### src/rtl/sram_like_bridge.sv
// SRAM-style CPU fetch/data ports onto one request/ack bus, one transaction at a time, data first.
// Optional one-entry fetch buffer enabled by defining SRAM_BRIDGE_IBUF_EN.
module sram_like_bridge #(
  parameter int ADDR_W = 32,
  parameter int DATA_W = 32
) (
  input  logic              clk,
  input  logic              rst,
  input  logic              inst_sram_en,
  input  logic [ADDR_W-1:0] inst_sram_addr,
  output logic [DATA_W-1:0] inst_sram_rdata,
  input  logic              data_sram_en,
  input  logic [DATA_W/8-1:0] data_sram_wen,
  input  logic [ADDR_W-1:0] data_sram_addr,
  input  logic [DATA_W-1:0] data_sram_wdata,
  output logic [DATA_W-1:0] data_sram_rdata,
  output logic              cpu_stall,
  output logic              mem_req,
  output logic              mem_wr,
  output logic [DATA_W/8-1:0] mem_wstrb,
  output logic [ADDR_W-1:0] mem_addr,
  output logic [DATA_W-1:0] mem_wdata,
  input  logic              mem_addr_ok,
  input  logic              mem_data_ok,
  input  logic [DATA_W-1:0] mem_rdata
);
  localparam int SW = DATA_W / 8;

  typedef enum logic [2:0] {IDLE, D_REQ, D_WAIT, I_REQ, I_WAIT} state_e;

  state_e            state_q;
  logic              d_done_q, i_done_q;
  logic [DATA_W-1:0] inst_rdata_q, data_rdata_q;
  logic              d_pend, i_pend, d_issue, i_issue, ibuf_hit;
  logic [DATA_W-1:0] ibuf_rdata;

  assign d_pend    = data_sram_en & ~d_done_q;
  assign i_pend    = inst_sram_en & ~i_done_q;
  assign cpu_stall = d_pend | i_pend;

  // IDLE presents the request in the same cycle it appears so that a
  // zero-wait bus gives a two-cycle fetch; REQ states hold it until addr_ok.
  assign d_issue = ~rst & ((state_q == IDLE & d_pend) | state_q == D_REQ);
  assign i_issue = ~rst & ((state_q == IDLE & ~d_pend & i_pend & ~ibuf_hit)
                           | state_q == I_REQ);

  assign mem_req   = d_issue | i_issue;
  assign mem_wr    = d_issue & (|data_sram_wen);
  assign mem_wstrb = d_issue ? data_sram_wen : '0;
  assign mem_addr  = d_issue ? data_sram_addr : (i_issue ? inst_sram_addr : '0);
  assign mem_wdata = d_issue ? data_sram_wdata : '0;

  assign inst_sram_rdata = inst_rdata_q;
  assign data_sram_rdata = data_rdata_q;

`ifdef SRAM_BRIDGE_IBUF_EN
  localparam int OFS = $clog2(SW);
  logic                  ibuf_vld_q;
  logic [ADDR_W-OFS-1:0] ibuf_tag_q;
  logic [DATA_W-1:0]     ibuf_data_q;

  assign ibuf_hit   = state_q == IDLE & ~d_pend & i_pend & ibuf_vld_q
                      & (inst_sram_addr[ADDR_W-1:OFS] == ibuf_tag_q);
  assign ibuf_rdata = ibuf_data_q;

  always_ff @(posedge clk or posedge rst) begin
    if (rst) begin
      ibuf_vld_q  <= 1'b0;
      ibuf_tag_q  <= '0;
      ibuf_data_q <= '0;
    end else if (state_q == I_WAIT && mem_data_ok) begin
      ibuf_vld_q  <= 1'b1;
      ibuf_tag_q  <= inst_sram_addr[ADDR_W-1:OFS];
      ibuf_data_q <= mem_rdata;
    end else if (d_issue && mem_wr && mem_addr_ok &&
                 data_sram_addr[ADDR_W-1:OFS] == ibuf_tag_q) begin
      ibuf_vld_q <= 1'b0;
    end
  end
`else
  assign ibuf_hit   = 1'b0;
  assign ibuf_rdata = '0;
`endif

  always_ff @(posedge clk or posedge rst) begin
    if (rst) begin
      state_q      <= IDLE;
      d_done_q     <= 1'b0;
      i_done_q     <= 1'b0;
      inst_rdata_q <= '0;
      data_rdata_q <= '0;
    end else begin
      case (state_q)
        IDLE: begin
          if (d_issue)      state_q <= mem_addr_ok ? D_WAIT : D_REQ;
          else if (i_issue) state_q <= mem_addr_ok ? I_WAIT : I_REQ;
          else if (ibuf_hit) begin
            i_done_q     <= 1'b1;
            inst_rdata_q <= ibuf_rdata;
          end
        end
        D_REQ: if (mem_addr_ok) state_q <= D_WAIT;
        I_REQ: if (mem_addr_ok) state_q <= I_WAIT;
        D_WAIT: if (mem_data_ok) begin
          d_done_q <= 1'b1;
          if (~|data_sram_wen) data_rdata_q <= mem_rdata;
          state_q <= IDLE;
        end
        I_WAIT: if (mem_data_ok) begin
          i_done_q     <= 1'b1;
          inst_rdata_q <= mem_rdata;
          state_q      <= IDLE;
        end
        default: state_q <= IDLE;
      endcase
      // Advance edge: clearing wins so a result completing after en dropped is discarded.
      if (!cpu_stall) begin
        d_done_q <= 1'b0;
        i_done_q <= 1'b0;
      end
    end
  end
endmodule

### config.mk
export PLATFORM = sky130hd
export DESIGN_NAME = sram_like_bridge
export DESIGN_NICKNAME = d
export VERILOG_FILES = /design/src/rtl/sram_like_bridge.sv
export SDC_FILE = /design/constraint.sdc
export NUM_CORES = 1
export LEC_CHECK = 0
export CAP_MARGIN = 10
export CORE_ASPECT_RATIO = 1.25
export CORE_MARGIN = 5
export CORE_UTILIZATION = 36
export CTS_CLUSTER_SIZE = 30
export DETAILED_ROUTE_END_ITERATION = 10
export GPL_ROUTABILITY_DRIVEN = 0
export PLACE_DENSITY = 0.93
export SYNTH_ARGS = -nofsm -noshare
export SYNTH_HDL_FRONTEND = slang
export SYNTH_SLANG_ARGS = --single-unit
### constraint.sdc
create_clock -name clk -period 4.95 [get_ports clk]
set_input_delay 0.7425 -clock clk [delete_from_list [all_inputs] [get_ports clk]]
set_output_delay 0.7425 -clock clk [all_outputs]
set_load 0.005 [all_outputs]
==> results summary, run 1 <==
The power per unit of standard cell area is 465 nW/µm². The maximum fanout count along the critical path is 31. In this run the clock root is driven by a sky130_fd_sc_hd__clkbuf_16.

The total negative setup slack came out at 0 ps. From synthesis to final layout, the design area changed by 87.1%. The synthesis warning total came out at 0.

The register-to-register path setup slack came out at 2620 ps. Sorting the synthesized cells by area gives the leading types as sky130_fd_sc_hd__dfrtp_1 49%, sky130_fd_sc_hd__mux2_4 13%, sky130_fd_sc_hd__mux2_2 11%. The detailed router's first-iteration violation count came out at 119. The number of enable flip-flop cells after synthesis is 0. The total DRC errors in the routed layout is 0. The largest delay contributor family on the critical path is buffers and inverters. By instance count, the cell type seen most on the critical path is sky130_fd_sc_hd__clkdlybuf4s50_1.

Counting along the longest clock path gives a buffer depth of 2. The share of the cycle needed by the critical path after routing is 0.795. The register bit total from synthesis is 69. The signal on the critical path passes through clkdlybuf4s50_1, nor3_1, a21boi_4, buf_4, a22o_1, clkdlybuf4s50_1. The combined global-route utilization of all metal layers is 0.226. The global-route wire length before repair came out at 20.6 mm.

The pin count of the biggest net entering global routing is 43. The deepest level of the CTS H-tree is 3. The share of synthesized flip-flops with an asynchronous set or reset came out at 1.00. The flow ran to the end, and the final reports show no timing, DRC or antenna violations. The tightest slew margin relative to the limit came out at 0.363. The placed instances occupy a cell area of 6240 µm². The post-CTS setup repair buffer count came out at 0. The total via count after detailed routing came out at 3,253. STA classifies the critical path startpoint as a primary input. The via count of the first global-routing pass came out at 3,671. The leakage dissipation is 2.79 nW. Together, buffers and inverters on the worst path number 3. The post-cts resize count came out at 0. The clock latency on the worst-skew pair came out at 330 ps.

The initial antenna violation count is 4. The net total in the final layout came out at 663. The worst setup path is captured at an output port. The final-report hold violation count is 0. The die height is 120 µm.

The total die area came out at 11,800 µm². The number of routed nets with antenna violations came out at 0. The actual slew at the worst max-slew pin came out at 955 ps. The largest voltage drop on the vdd net came out at 0.189 mV. For this run, the top clock speed supported by timing is 254 MHz. Counting instances in the post-synthesis netlist gives the leading cell types as 69 x sky130_fd_sc_hd__dfrtp_1, 36 x sky130_fd_sc_hd__and2_1, 34 x sky130_fd_sc_hd__mux2_2.

The share of layout cells above drive strength 1 came out at 0.168. The slowest cell on the critical path is sky130_fd_sc_hd__a21boi_4. The final max-slew violation count is 0. In this run, distinct cell masters in the synthesized netlist total 30. For the final database, setup skew stands at 5.06 ps.

Power comes to 0.00304 W. The number of nets handed over by synthesis was 397. The clock tree from TritonCTS is done. The count of pins on the block boundary came out at 273. Summed over all layers, the routed wires come to 13.9 mm. The count of antenna diodes in the layout is 0. The worst endpoint data arrival time is 3190 ps.

The critical path is of the in2out type. The minimum setup slack after placement is 991 ps. Among all flip-flop cells after synthesis, the most frequent one is sky130_fd_sc_hd__dfrtp_1. The average footprint of a synthesized cell came out at 13.6 µm². The effective utilization at floorplan came out at 0.366.

The min-delay analysis places its worst path in the category reg2reg. The post-detailed-route wirelength per cell came out at 21.3 µm. The core region area came out at 9560 µm². The final critical delay including setup and external delays is 3940 ps.

The first TritonRoute pass finished after 4 iterations. After detailed routing, the number of vias per cell comes to 4.97. The post-synthesis sequential area ratio came out at 0.494. The leftover overflow at the end of global routing came out at 0. The CTS buffer count came out at 9. The worst setup slack after layout is 1010 ps.

The delay of the slowest cell on the worst path is 660 ps. After clock tree synthesis, the clock-pin slew on the worst setup and hold paths is 60 ps. The number of buffers added to fix hold violations after cts is 0. The fraction of synthesized cell area taken by the top area cell type came out at 0.494. The setup violation total in the final timing report came out at 0. Setup repair after global routing left no endpoint under its margin. The final design area excluding fillers came out at 6540 µm².

In the post-synthesis netlist, the cell with the most instances is sky130_fd_sc_hd__dfrtp_1. Once detailed placement completed, the half-perimeter wirelength came to 11.1 mm. The filler cell count in the final layout came out at 671. The biggest area consumer among synthesized cells is sky130_fd_sc_hd__dfrtp_1. The endpoint required time on the critical path came out at 4210 ps.

The netlist area before placement is 3500 µm². The number of clock sinks came out at 69. Input and output buffers added on the ports amount to 272.

Synthesis handed over a netlist of 258 instances. The worst-case hold slack is 497 ps. In this run the core area contains 40 standard-cell rows. The die width came out at 98.2 µm. The number of maximum-capacitance constraint violations is 0.
## worst paths after layout
check	startpoint	end	cells after the start
min in group asynchronous	rst	state_q[1]	2
worst max register to register	state_q[1]	state_q[1]	6
worst min-delay path	i_done_q	i_done_q	2
worst max-delay path	rst	mem_addr[1]	6
max in group asynchronous	rst	data_sram_rdata[13]	3
worst min register to register	i_done_q	i_done_q	2
## flip-flops by register name (all words and copies together) (netlist names)
register and count:
i_done_q 1, d_done_q 1, inst_sram_rdata 32, data_sram_rdata 32
state_q 3
## cell type report
type	instances	area, µm²	share of cell area
inverters	5	18.8	0.00287
repair buffers	275	2750	0.420
flip-flops and latches	69	1730	0.264
well taps	126	158	0.0241
multi-input cells	164	1590	0.243
clock inverters	7	82.6	0.0126
clock buffers	9	225	0.0344
## routing by layer
layer  up-vias  share of wire  GRT usage
li1       1456              -          -
met1      1558           0.35      0.240
met2       197           0.52      0.407
met3        34          0.094     0.0906
met4         8          0.030     0.0769
met5         -         0.0041          0
## where the power goes
| group | internal [W] | switching [W] | total, W |
|---|---|---|---|
| logic | 0.000973 | 0.000465 | 0.00144 |
| clock network | 0.000398 | 0.000259 | 0.000657 |
| registers | 0.000795 | 0.000150 | 0.000945 |
## worst register-to-register path, stage by stage (launching register included)
cell,delay (ps)
sky130_fd_sc_hd__dfrtp_1,520
sky130_fd_sc_hd__nor3_1,250
sky130_fd_sc_hd__a21boi_4,660
sky130_fd_sc_hd__inv_1,200
sky130_fd_sc_hd__ha_1,340
sky130_fd_sc_hd__o21ai_0,80
sky130_fd_sc_hd__o31ai_1,190
## through the flow
step | utilization | std cells
after floorplan | - | 258
after CTS | 0.685 | 655
final | 0.685 | 655
after global routing | 0.685 | 655
after global placement | 0.652 | 639
after detailed placement | 0.652 | 639
## cell families (layout without fill, tap and decap cells)
kind of cell / count (synthesis) / count (layout) / synth area share
compound gates: 42 / 42 / 0.101
xor+xnor: 1 / 1 / 0.00250
buf+inv: 25 / 296 / 0.0544
mux: 64 / 64 / 0.238
fa+ha+maj: 1 / 1 / 0.00358
simple gates: 56 / 56 / 0.107
flops: 69 / 69 / 0.494
## layout by cell type, fill, tap and decap left out, types with 2 or more instances in the layout
master,n
sky130_fd_sc_hd__o21ai_0,3
sky130_fd_sc_hd__clkinvlp_4,2
sky130_fd_sc_hd__mux2_4,30
sky130_fd_sc_hd__inv_6,2
sky130_fd_sc_hd__nor2b_1,2
sky130_fd_sc_hd__nand2b_1,2
sky130_fd_sc_hd__nor4b_1,2
sky130_fd_sc_hd__nor2_1,7
sky130_fd_sc_hd__and2_1,36
sky130_fd_sc_hd__inv_1,4
sky130_fd_sc_hd__clkbuf_16,9
sky130_fd_sc_hd__mux2_2,34
sky130_fd_sc_hd__clkdlybuf4s50_1,272
sky130_fd_sc_hd__buf_4,3
sky130_fd_sc_hd__dfrtp_1,69
sky130_fd_sc_hd__a22o_1,32
sky130_fd_sc_hd__a31oi_1,2
Power figures use the tool's default switching activity.
==> inputs of run 2 (changes only) <==
Settings changed: CORE_UTILIZATION 36 to 30, PLACE_DENSITY 0.93 to 0.84.
Clock period 4.95 ns to 3.25 ns, I/O delays scaled along.
==> run 2 against run 1 <==
Effect of this change:
- clock power grew 72%
- sequential power grew 50%
- sequential cell count stayed put
- register-to-register slack lost 1400 ps
- critical path depth unchanged
- power rose by 56%
- sequential share of layout area decreased by 0.42 points
- cell count increased by 2.6%
==> results summary, run 2 (same netlist as run 1, synthesis figures left out) <==
The final-report hold violation count is 0 (unchanged). The maximum fanout count along the critical path is 39 (+26%). The critical path launch point is rst. The global-route wire length before repair is 19.7 mm (-4.3%). The die height was 131 µm (+8.7%). The post-cts resize count was 0 (unchanged). By instance count, the cell type seen most on the critical path is sky130_fd_sc_hd__clkdlybuf4s50_1. Following the worst setup path forward leads to its endpoint at mem_addr[3]. The combined buffer and inverter count along the critical path is 3 (unchanged). The post-CTS setup repair buffer count is 0 (unchanged). The final HPWL from detailed placement came out at 11.6 mm (+4.7%). The number of maximum-capacitance constraint violations is 0 (unchanged). The pin count of the biggest net entering global routing came out at 40 (-7.0%).

The via count of the first global-routing pass is 3,429 (-6.6%). The leftover overflow at the end of global routing is 0 (unchanged). The final max-slew violation count is 0 (unchanged). The net total in the final layout was 668 (+0.75%). The filler cell count in the final layout is 929 (+38%). The number of routed nets with antenna violations is 0 (unchanged). The highest metal layer with signal wires is met4. The number of clock sinks is 69 (unchanged). The deepest clock path buffer count is 2 (unchanged). The total negative setup slack came out at 0 ps (unchanged).

The sum of met3 wire segment lengths after detailed routing came out at 1.18 mm (-10%). The total DRC errors in the routed layout is 0 (unchanged). The first-pass iteration count of the detailed router came out at 4 (unchanged). The total met2 wirelength after detailed routing came out at 7.23 mm (+0.36%).

The largest voltage drop on the vdd net is 0.284 mV (+50%). The die width is 107 µm (+8.6%). STA classifies the critical path endpoint as an output port. The utilization after layout came out at 0.578 (-0.107).

The met1 wire length is 4.96 mm (+0.16%). The classification of the worst setup path is in2out. The maximum clock rate came out at 333 MHz. The power per unit of standard cell area came to 715 nW/µm² (+54%). The total via count after detailed routing came out at 3,189 (-2.0%). The post-detailed-route wirelength per cell is 20.6 µm (-3.2%). The depth of the worst register-to-register path came out at 3 (-3). The worst-case hold slack came out at 499 ps (+2.71 ps). The top cell types in the final layout, fill and taps aside, are 272 x sky130_fd_sc_hd__clkdlybuf4s50_1, 69 x sky130_fd_sc_hd__dfrtp_1, 36 x sky130_fd_sc_hd__and2_1. The core region area came out at 11,500 µm² (+20%). On the critical path the largest part of the delay comes from buffers and inverters. The actual slew at the worst max-slew pin is 737 ps (-218 ps). The share of the cycle needed by the critical path after routing came out at 0.924. The startpoint of the worst register-to-register path is state_q[1]. The count of antenna diodes in the layout is 0 (unchanged). The CTS buffer count is 9 (unchanged). The total cell area at the placement stage came out at 6300 µm² (+1.0%).

The final design area excluding fillers came to 6650 µm² (+1.6%). TritonCTS built the clock tree. The tree is rooted in a sky130_fd_sc_hd__clkbuf_16. The deepest level of the CTS H-tree came to 3 (unchanged). The register clock-pin slew on the reported worst setup and hold paths was 50 ps (about the same).

The worst setup slack after layout came out at 247 ps (-768 ps). The minimum setup slack after placement is 282 ps (-708 ps). The count of pins on the block boundary is 273 (unchanged). The number of buffers added to fix hold violations after cts is 0 (unchanged). The initial antenna violation count came out at 0 (-4). The number of port buffers came out at 272 (unchanged). The delay of the slowest cell on the worst path was 540 ps (-120 ps).

The tightest slew margin relative to the limit came out at 0.508 (+0.145). The number of cells on the critical path is 6 (unchanged). The worst path needs 3000 ps of the cycle, external delays included. The number of placement rows came out at 44 (+10%). The area occupied by multi-input gates was 1590 µm² (unchanged).

The detailed router's first-iteration violation count came out at 112 (-5.9%). Traced cell by cell, the critical path runs through clkdlybuf4s50_1, nor3_1, a21boi_4, buf_4, a22o_1, clkdlybuf4s50_1. The setup violation total in the final timing report is 0 (unchanged).

The routed via count divided by cell count is 4.75 (-4.4%). The most common library cell in the layout ignoring fill and taps is sky130_fd_sc_hd__clkdlybuf4s50_1. The worst setup path is launched from a primary input. The leakage dissipation is 2.84 nW (+1.8%). The endpoint identified for the worst register-to-register timing path is inst_sram_rdata[29]. The clock latency on the worst-skew pair is 330 ps (about the same). The flow ran to the end, and the final reports show no timing, DRC or antenna violations. The register-to-register path setup slack is 1180 ps (-1440 ps).

Setup repair after global routing left no endpoint under its margin. For this design, the slowest cell found on the critical path is sky130_fd_sc_hd__clkdlybuf4s50_1. The endpoint required time on the critical path came to 2760 ps (-1450 ps). Compared with the post-synthesis result, the final layout area differs by 90.2%.

The final worst clock skew came out at 3.91 ps (-1.14 ps). The total die area came out at 13,900 µm² (+18%). The routed wire length came out at 13.8 mm (-0.71%).

The effective utilization at floorplan is 0.304 (-0.0619). The sequential cell area in the final layout came out at 1730 µm² (unchanged). The combined global-route utilization of all metal layers came out at 0.190 (-0.0363). The path class of the lowest-slack min-delay path is reg2reg.

The share of layout cells above drive strength 1 is 0.174 (+0.00592). The worst endpoint data arrival time came out at 2520 ps (-670 ps).
run 2: cell type report:
cell class              count  area share
well taps                 138      0.0260
inverters                   5     0.00282
repair buffers            280       0.420
clock buffers              11      0.0365
clock inverters             5      0.0160
multi-input cells         164       0.239
flip-flops and latches     69       0.260
run 2: where the power goes:
group          total [W]  switching, W  internal (W)
logic            0.00220      0.000703       0.00150
clock network    0.00113      0.000356      0.000773
registers        0.00142      0.000214       0.00121
run 2: worst register-to-register path, cell delays in order, from the launching register on:
cell and delay [ps]:
sky130_fd_sc_hd__dfrtp_1 520, sky130_fd_sc_hd__and4bb_2 770, sky130_fd_sc_hd__buf_4 310, sky130_fd_sc_hd__mux2_2 350
run 2: per-stage QoR:
step,total power (W),cells
6_report,0.00475,672
5_1_grt,0.00501,672
4_1_cts,0.00482,672
3_5_place_dp,0.00367,656
3_3_place_gp,0.00360,656
2_1_floorplan,0.00226,258
run 2: how the worst min path moves through the flow:
| stage | cells past startpoint | from | endpoint |
|---|---|---|---|
| floorplan | 2 | i_done_q | i_done_q |
| global placement | 2 | i_done_q | i_done_q |
| detailed placement | 2 | i_done_q | i_done_q |
| CTS | 2 | i_done_q | i_done_q |
| global route | 1 | inst_sram_rdata[23] | inst_sram_rdata[23] |
| finish | 2 | i_done_q | i_done_q |
run 2: per-layer routing:
metal | global-route usage | vias to the layer above
met3 | 0.0639 | 16
li1 | - | 1468
met4 | 0.0903 | 0
met1 | 0.206 | 1530
met2 | 0.335 | 175
met5 | 0 | -
==> inputs of run 3 (changes only) <==
Settings changed: CORE_UTILIZATION 30 to 23, PLACE_DENSITY 0.84 to 0.68.
==> run 3 against run 2 <==
Effect of this change:
- critical path depth stayed put
- critical endpoint is now mem_wdata[30]
- final area is 0.43% higher
- sequential share of layout area down 0.11 points
- fmax up 0.78%
==> results summary, run 3 (same netlist as run 1, synthesis figures left out) <==
The delay of the slowest cell on the worst path came out at 540 ps (about the same). The initial antenna violation count is 0 (unchanged). The net total in the final layout came to 669 (+0.15%). The detailed router's first-iteration violation count came out at 154 (+38%).

The die height is 148 µm (+13%). The total negative setup slack came out at 0 ps (unchanged). The count of antenna diodes in the layout is 0 (unchanged).

The number of buffers added to fix hold violations after cts is 0 (unchanged). The CTS buffer count came to 9 (unchanged). The number of placement rows is 50 (+14%). The total cell area at the placement stage came to 6390 µm² (+1.4%). The maximum fanout count along the critical path came to 46 (+18%). The most numerous cell type found on the critical path is sky130_fd_sc_hd__clkdlybuf4s50_1. The leakage dissipation was 2.83 nW (-0.53%). The first-pass iteration count of the detailed router is 4 (unchanged). The combined global-route utilization of all metal layers came out at 0.145 (-0.0453). The final critical delay including setup and external delays was 2980 ps (-23.3 ps).

The worst hold path belongs to the class reg2reg. The number of port buffers came out at 272 (unchanged). The largest individual stage delay along the critical path comes from the cell sky130_fd_sc_hd__clkdlybuf4s50_1. Compared with the post-synthesis result, the final layout area differs by 91.0%.

The number of clock sinks is 69 (unchanged). STA classifies the critical path endpoint as an output port. The total DRC errors in the routed layout came out at 0 (unchanged). The critical path is of the in2out type. The final-report hold violation count is 0 (unchanged). The endpoint required time on the critical path came out at 2760 ps (about the same). The critical path goes through clkdlybuf4s50_1, nor3_1, a21boi_4, buf_12, and2_1, clkdlybuf4s50_1. The setup violation total in the final timing report came to 0 (unchanged). TritonCTS built the clock tree.

The register clock-pin slew on the reported worst setup and hold paths came out at 50 ps (about the same). The filler cell count in the final layout came out at 1,388 (+49%). The total die area is 17,800 µm² (+28%). The post-detailed-route wirelength per cell was 18.8 µm (-8.6%). The power per unit of standard cell area is 684 nW/µm² (-4.2%). Setup repair after global routing left no endpoint under its margin.

The count of pins on the block boundary is 273 (unchanged). The largest voltage drop on the vdd net is 0.217 mV (-23%). The clock latency on the worst-skew pair came to 330 ps (about the same).

The leftover overflow at the end of global routing was 0 (unchanged). The final HPWL from detailed placement came out at 11.1 mm (-3.7%). The deepest level of the CTS H-tree came to 3 (unchanged). The die width is 120 µm (+13%). The actual slew at the worst max-slew pin is 895 ps (+157 ps). The global-route wire length before repair was 19.7 mm (-0.25%).

The flow ran to the end, and the final reports show no timing, DRC or antenna violations. The number of maximum-capacitance constraint violations was 0 (unchanged). The cell chosen for the clock root is sky130_fd_sc_hd__clkbuf_16. The library cell used most frequently in the layout, excluding fill and tap cells, is sky130_fd_sc_hd__clkdlybuf4s50_1. The top cell types in the final layout, fill and taps aside, are 272 x sky130_fd_sc_hd__clkdlybuf4s50_1, 69 x sky130_fd_sc_hd__dfrtp_1, 36 x sky130_fd_sc_hd__and2_1. The deepest clock path buffer count came out at 2 (unchanged). The number of routed nets with antenna violations came out at 0 (unchanged). The type of element launching the critical path is a primary input. The pin count of the biggest net entering global routing is 47 (+18%). The overall power of the completed layout came out at 0.00457 W (-3.8%). The total via count after detailed routing came to 3,220 (+0.97%). The share of layout cells above drive strength 1 came to 0.176 (+0.00187). The worst endpoint data arrival time came out at 2490 ps (-30 ps). The core region area came to 15,000 µm² (+30%). The post-cts resize count is 0 (unchanged). The final max-slew violation count was 0 (unchanged).

The routed wire length is 13.5 mm (-2.6%). The tightest slew margin relative to the limit is 0.404 (-0.104). The utilization after layout came out at 0.447 (-0.131). The via count of the first global-routing pass was 3,523 (+2.7%).

The post-CTS setup repair buffer count came out at 0 (unchanged). The effective utilization at floorplan was 0.234 (-0.0700). The area occupied by multi-input gates came out at 1590 µm² (unchanged). The share of the cycle needed by the critical path after routing is 0.917 (-0.00717).

The maximum clock rate is 336 MHz (+0.78%). The final design area excluding fillers came out at 6680 µm² (+0.43%). The routed via count divided by cell count came out at 4.50 (-5.2%). The final worst clock skew came out at 5.45 ps (+1.53 ps). The sequential cell area in the final layout is 1730 µm² (unchanged).
run 3: final timing paths:
path | start | endpoint | slack, ps | depth (start not counted)
max | rst | mem_wdata[30] | 270 | 6
min | i_done_q | i_done_q | 500 | 2
max reg2reg | state_q[1] | state_q[1] | 1410 | 6
min reg2reg | i_done_q | i_done_q | 500 | 2
max in group asynchronous | rst | state_q[0] | 1680 | 3
min in group asynchronous | rst | inst_sram_rdata[12] | 810 | 2
run 3: final cells by class:
| class | count | share of cell area |
|---|---|---|
| inverter | 5 | 0.00281 |
| clock buffer | 9 | 0.0337 |
| timing repair buffer | 281 | 0.423 |
| sequential | 69 | 0.259 |
| clock inverter | 6 | 0.00974 |
| multi-input combinational | 164 | 0.238 |
| tap | 182 | 0.0341 |
run 3: routing by layer:
layer	vias to the layer above	GRT usage	wire length [µm]	share of wire
met1	1549	0.150	4990	0.37
met2	184	0.266	6950	0.52
met5	-	0	0	0
li1	1473	-	-	-
met3	14	0.0547	1260	0.094
met4	0	0.0493	283	0.021
run 3: worst max-delay path, delay by kind of cell:
family / cells / cell delay [ps]
buffers and inverters: 3 / 1280
AOI/OAI and AO/OA: 1 / 310
and+or+nand+nor: 2 / 400
run 3: metrics by stage:
step | setup slack, ps | std cells | hold WS (ps)
6_report | 270 | 716 | 499
5_1_grt | 183 | 716 | 516
4_1_cts | 258 | 716 | 501
3_5_place_dp | 274 | 701 | 488
3_3_place_gp | 282 | 701 | 479
2_1_floorplan | 1020 | 258 | 467
run 3: report_power, final:
part,leakage [nW],internal (W),switching [W]
clock network,0.141,0.000589,0.000364
logic,1.80,0.00151,0.000686
registers,0.887,0.00121,0.000210
total,2.83,0.00331,0.00126
